===== config.mk =====
export PLATFORM = sky130hd
export DESIGN_NAME = mem_wb_lsu
export DESIGN_NICKNAME = d
export VERILOG_FILES = /design/src/rtl/mem_wb_lsu.sv
export SDC_FILE = /design/constraint.sdc
export NUM_CORES = 1
export LEC_CHECK = 0
export BUFFER_PORTS_ARGS = -buffer_cell sky130_fd_sc_hd__buf_2
export CORE_MARGIN = 1.5
export CORE_UTILIZATION = 53
export DETAILED_ROUTE_END_ITERATION = 10
export PLACE_DENSITY = 0.83
export SLEW_MARGIN = 40
export SYNTH_ARGS = -nofsm -noshare
export SYNTH_HDL_FRONTEND = slang
export SYNTH_SLANG_ARGS = --single-unit
export TNS_END_PERCENT = 100

===== constraint.sdc =====
create_clock -name clk -period 5.7 [get_ports clk]
set_input_delay 0.285 -clock clk [delete_from_list [all_inputs] [get_ports clk]]
set_output_delay 0.285 -clock clk [all_outputs]
set_load 0.02 [all_outputs]

===== src/rtl/mem_wb_lsu.sv =====
`default_nettype none
// ============================================================================
// Module   : mem_wb_lsu
// Purpose  : Memory-access / writeback stage. Issues sized loads and stores
//            over a req/ack data bus, aligns and extends load data, stalls
//            the pipeline while an access is outstanding and registers the
//            register-file write port (we/waddr/wdata).
// Revision : 1.0 - initial release
// ============================================================================
module mem_wb_lsu #(
  parameter int DW = 32,
  parameter int AW = 5
) (
  input  logic          clk,
  input  logic          rst,
  input  logic          valid_i,
  input  logic [3:0]    mem_op_i,
  input  logic [DW-1:0] mem_addr_i,
  input  logic [DW-1:0] store_data_i,
  input  logic [DW-1:0] alu_result_i,
  input  logic [AW-1:0] wd_i,
  input  logic          wreg_i,
  output logic          stall_o,
  output logic          dbus_req_o,
  output logic          dbus_we_o,
  output logic [DW-1:0] dbus_addr_o,
  output logic [3:0]    dbus_be_o,
  output logic [DW-1:0] dbus_wdata_o,
  input  logic          dbus_ack_i,
  input  logic [DW-1:0] dbus_rdata_i,
  output logic          wb_we_o,
  output logic [AW-1:0] wb_waddr_o,
  output logic [DW-1:0] wb_wdata_o,
  output logic          misalign_o
);

  localparam logic [3:0] c_OP_LB  = 4'd1;
  localparam logic [3:0] c_OP_LBU = 4'd2;
  localparam logic [3:0] c_OP_LH  = 4'd3;
  localparam logic [3:0] c_OP_LHU = 4'd4;
  localparam logic [3:0] c_OP_LW  = 4'd5;
  localparam logic [3:0] c_OP_SB  = 4'd6;
  localparam logic [3:0] c_OP_SH  = 4'd7;
  localparam logic [3:0] c_OP_SW  = 4'd8;

  typedef enum logic [0:0] {
    S_IDLE = 1'b0,
    S_BUSY = 1'b1
  } state_t;

  state_t          r_state;
  logic [3:0]      r_op;
  logic [1:0]      r_off;
  logic [AW-1:0]   r_wd;
  logic            r_wreg;

  logic            w_is_load;
  logic            w_is_store;
  logic            w_is_half;
  logic            w_is_word;
  logic            w_is_byte;
  logic            w_mem;
  logic            w_misalign;
  logic [3:0]      w_be;
  logic [DW-1:0]   w_wdata;
  logic            w_r_is_load;
  logic [7:0]      w_byte;
  logic [15:0]     w_half;
  logic [DW-1:0]   w_load_data;
  logic            w_stall;

  // Decode the incoming operation: size class, alignment and lane steering.
  always_comb begin
    w_is_load  = (mem_op_i >= c_OP_LB) && (mem_op_i <= c_OP_LW);
    w_is_store = (mem_op_i >= c_OP_SB) && (mem_op_i <= c_OP_SW);
    w_is_byte  = (mem_op_i == c_OP_LB) || (mem_op_i == c_OP_LBU) || (mem_op_i == c_OP_SB);
    w_is_half  = (mem_op_i == c_OP_LH) || (mem_op_i == c_OP_LHU) || (mem_op_i == c_OP_SH);
    w_is_word  = (mem_op_i == c_OP_LW) || (mem_op_i == c_OP_SW);
    w_mem      = valid_i && (w_is_load || w_is_store);
    w_misalign = (w_is_half && mem_addr_i[0]) || (w_is_word && (mem_addr_i[1:0] != 2'b00));
    w_be       = 4'b1111;
    w_wdata    = store_data_i;
    if (w_is_byte) begin
      w_be    = 4'b0001 << mem_addr_i[1:0];
      w_wdata = {(DW/8){store_data_i[7:0]}};
    end else if (w_is_half) begin
      w_be    = mem_addr_i[1] ? 4'b1100 : 4'b0011;
      w_wdata = {(DW/16){store_data_i[15:0]}};
    end
  end

  // Pick the addressed byte/half out of the read word and extend it.
  always_comb begin
    w_r_is_load = (r_op >= c_OP_LB) && (r_op <= c_OP_LW);
    w_byte      = dbus_rdata_i[{r_off, 3'b000} +: 8];
    w_half      = dbus_rdata_i[{r_off[1], 4'b0000} +: 16];
    case (r_op)
      c_OP_LB:  w_load_data = {{(DW-8){w_byte[7]}}, w_byte};
      c_OP_LBU: w_load_data = {{(DW-8){1'b0}}, w_byte};
      c_OP_LH:  w_load_data = {{(DW-16){w_half[15]}}, w_half};
      c_OP_LHU: w_load_data = {{(DW-16){1'b0}}, w_half};
      default:  w_load_data = dbus_rdata_i;
    endcase
  end

  // Hold upstream while an aligned access is being accepted or is still waiting for ack.
  always_comb begin
    w_stall = (r_state == S_IDLE) ? (w_mem && !w_misalign) : !dbus_ack_i;
    stall_o = rst && w_stall;
  end

  // Control FSM with registered bus and writeback outputs.
  always_ff @(posedge clk or negedge rst) begin
    if (!rst) begin
      r_state      <= S_IDLE;
      r_op         <= '0;
      r_off        <= '0;
      r_wd         <= '0;
      r_wreg       <= 1'b0;
      dbus_req_o   <= 1'b0;
      dbus_we_o    <= 1'b0;
      dbus_addr_o  <= '0;
      dbus_be_o    <= '0;
      dbus_wdata_o <= '0;
      wb_we_o      <= 1'b0;
      wb_waddr_o   <= '0;
      wb_wdata_o   <= '0;
      misalign_o   <= 1'b0;
    end else begin
      misalign_o <= 1'b0;
      case (r_state)
        S_IDLE: begin
          if (w_mem && w_misalign) begin
            wb_we_o    <= 1'b0;
            misalign_o <= 1'b1;
          end else if (w_mem) begin
            r_op         <= mem_op_i;
            r_off        <= mem_addr_i[1:0];
            r_wd         <= wd_i;
            r_wreg       <= wreg_i;
            dbus_req_o   <= 1'b1;
            dbus_we_o    <= w_is_store;
            dbus_addr_o  <= {mem_addr_i[DW-1:2], 2'b00};
            dbus_be_o    <= w_be;
            dbus_wdata_o <= w_wdata;
            wb_we_o      <= 1'b0;
            r_state      <= S_BUSY;
          end else begin
            // Register 0 is never written so the regfile bypass cannot forward to it.
            wb_we_o    <= wreg_i && valid_i && (wd_i != '0);
            wb_waddr_o <= wd_i;
            wb_wdata_o <= alu_result_i;
          end
        end
        S_BUSY: begin
          if (dbus_ack_i) begin
            dbus_req_o <= 1'b0;
            r_state    <= S_IDLE;
            wb_waddr_o <= r_wd;
            wb_wdata_o <= w_load_data;
            wb_we_o    <= w_r_is_load && r_wreg && (r_wd != '0);
          end else begin
            wb_we_o <= 1'b0;
          end
        end
        default: r_state <= S_IDLE;
      endcase
    end
  end

endmodule
`default_nettype wire

==> metrics.txt <==
Layout Nets 940; post-synthesis cell type count between 50 and 60; RSZ-0062 raised after global routing false; share of layout cells above drive strength 1 between 40% and 50%; Area Overhead vs Synth 30.6%; fin crit share between 40 and 50%; via count between 5000 and 6000; Avg WL per Cell 18.7 um; Row Count 39; maximum VDD drop 0.337 mV; status finished, violations left; Period minus WS final between 2 and 3 ns; Critical Path Max Stage Delay between 0.6 and 0.7 ns; number of global-route vias before repair 5558; Yosys top cell area share 47.3%; CTS Buf Count 17; Gate Count Post-Synth approximately 560; Final TNS setup 0 ns; Die Wd 112 um; Slew Limit Fails 0; largest net degree at the start of global routing between 70 and 80; vias per cell between 5 and 6; Commonest cells post-synth 120 x dfrtp_1, 74 x mux2_4, 55 x o21ai_0; Final Hold Viols 0; Post-CTS Setup Bufs 0; startpoint types register; critical path data required time around 6.0 ns; Async S/R FF share, synth 100%; post-synth top area cell dfrtp_1; failing checks DRC; #FFs+latches synth 120; CTS Buffer Depth 2; clock sink total between 100 and 150; clk_lat worst skew between 0.4 and 0.5 ns; die area ~13000 sq um; hold path startpoint alu_result_i[8]; Layout Utilization between 70 and 80%; Worst Reg-to-Reg Cells 6; Slew @ Worst Pin roughly 0.73 ns; max-cap violation count 0; first-pass GRT wire length approximately 28 mm; cell depth of the worst hold path 3; ys flop type dfrtp_1; R2R Setup Slk 3.02 ns; Max H-tree Level 4; drc violations 18; Final Setup Violations 0; synthesized cell area around 6400 sq um; CP bufs+invs 2; Worst Hold Path EP wb_wdata_o[8]; Iteration-0 DRC Markers 500; Final ANT Viol Nets 0; top post-synthesis cells by area dfrtp_1 47%, mux2_4 17%, o21ai_0 4.3%; cell family with most CP delay simple AND/OR/NAND/NOR gates; Worst Skew between 0.01 and 0.015 ns; grt total ovfl 0; post-synthesis sequential area ratio about 47%; I/O Buffers approximately 250; count leader, synth dfrtp_1; Max Freq ~0.37 GHz; core box area around 12000 sq um; clock transition at the registers of the reported paths around 0.050 ns; crit path DAT a little under 3 ns; CP cell instances nor2b_1 > and3_4 > and2_4 > buf_12 > buf_4 > mux2_4; final setup margin a little over 3 ns; GRT Overall Usage 28.8%; CTS tree yes; Critical R2R Capture dbus_wdata_o[14]; Slew Limit Headroom about half; Die Y about 110 um; Setup crit end kind register; Syn Area/Cell roughly 11 sq um; Placer Congestion 0.922; R2R Path Start r_state; CP Class reg2reg; DRT Pass-1 Iters 9; Yosys warnings 0; design area 8300 sq um; Max FO, Critical Path 32; I/O pins 252; clk root buf clkbuf_16; LEAKAGE slightly above 4 nW; initial antenna violation count 1; Min Hold Slack about 0.088 ns; placed cell areas about 7600 sq um; hpwl dp around 13 mm; Setup WS pre-CTS 2.95 ns; Detailed Route WL 17.8 mm; Initial Util a little over half; Hold Path Class in2reg; Power per Cell Area about 450 nW/um^2; EDFF count, synth 0; CP max stage cell dfrtp_2
-- flip-flops by register name, summed over array words and instances (netlist names) --
name          cells
dbus_be_o         4
wb_waddr_o        5
r_state           1
wb_we_o           1
r_wd              5
r_op              4
wb_wdata_o       32
dbus_wdata_o     32
r_off             2
dbus_we_o         1
r_wreg            1
misalign_o        1
dbus_req_o        1
dbus_addr_o      30
-- worst reg2reg max path: stages (launching register included) --
cell and delay [ns]:
dfrtp_2 0.62, nor2b_1 0.32, and3_4 0.27, and2_4 0.29
buf_12 0.25, buf_4 0.47, mux2_4 0.36
-- routing by layer --
| metal | share of wire, % | vias up | track usage, % | wire length, um |
|---|---|---|---|---|
| met4 | 3.4 | 0 | 14.2 | 602 |
| li1 | - | 2499 | - | - |
| met1 | 40 | 2613 | 35.4 | 7190 |
| met5 | 0 | - | 0 | 0 |
| met3 | 8.1 | 47 | 7.78 | 1440 |
| met2 | 48 | 302 | 47.3 | 8570 |
-- stage by stage --
| step | cells | total power [mW] |
|---|---|---|
| 2_1_floorplan | 563 | 2.13 |
| 3_3_place_gp | 919 | 2.51 |
| 3_5_place_dp | 921 | 2.55 |
| 4_1_cts | 953 | 3.75 |
| 5_1_grt | 954 | 3.91 |
| 6_report | 954 | 3.74 |
-- worst max path at each step --
| stage | endpoint | from | slack (ns) | cells past startpoint |
|---|---|---|---|---|
| after floorplan | dbus_wdata_o[18] | mem_op_i[2] | 3.61 | 6 |
| after global placement | dbus_wdata_o[22] | r_state | 2.57 | 5 |
| after detailed placement | dbus_wdata_o[14] | mem_op_i[1] | 2.95 | 7 |
| after CTS | dbus_wdata_o[14] | r_state | 3.05 | 6 |
| after global routing | dbus_wdata_o[14] | r_state | 2.89 | 6 |
| final | dbus_wdata_o[14] | r_state | 3.02 | 6 |
-- cell usage in the layout (no fill, tap or decap), types with 3 or more instances in the layout --
cell type    n
mux2i_1     22
clkbuf_8     3
o21ai_0     55
dfrtp_1    118
mux2_4      74
clkbuf_1     3
nor3_1       4
or2_2       10
nor2_1      17
nand3b_1     7
clkbuf_16   17
a21oi_1     29
buf_4        4
a31oi_1      8
mux2_2       6
a22oi_1     17
nand3_1      8
buf_2      248
o31ai_1      6
mux2_1       6
nand2b_1     3
o221ai_1     9
a21o_1       3
a211o_1      5
inv_1       17
o21ai_1      8
bufinv_16    5
nand2_1     49
-- cell families after synthesis --
group                  synth area share [%]
AND/OR/NAND/NOR                        9.36
flip-flops                             47.3
other                                0.0590
multiplexers                           23.4
AO/OA/AOI/OAI                          15.0
buffers and inverters                  4.73
XOR/XNOR                              0.138
-- power by group --
group / switching, mW / internal, mW / leakage (nW)
clock: 0.372 / 0.806 / 0.313
combinational: 0.714 / 0.559 / 2.34
sequential: 0.193 / 1.09 / 1.42
total: 1.28 / 2.46 / 4.08
-- what timing repair did --
item,CTS,global route
hold buffers,1,0
resized for setup,0,0
hold endpoints to repair,43,0
-- area by class of cell --
| class | count | area [sq um] |
|---|---|---|
| diodes | 1 | 2.50 |
| clock buffers | 23 | 478 |
| clock inverters | 8 | 168 |
| fillers | 810 | 3270 |
| inverters | 17 | 63.8 |
| multi-input cells | 386 | 3070 |
| flip-flops and latches | 120 | 3010 |
| well taps | 143 | 179 |
| repair buffers | 256 | 1330 |
(Power assumes the default switching activity.)
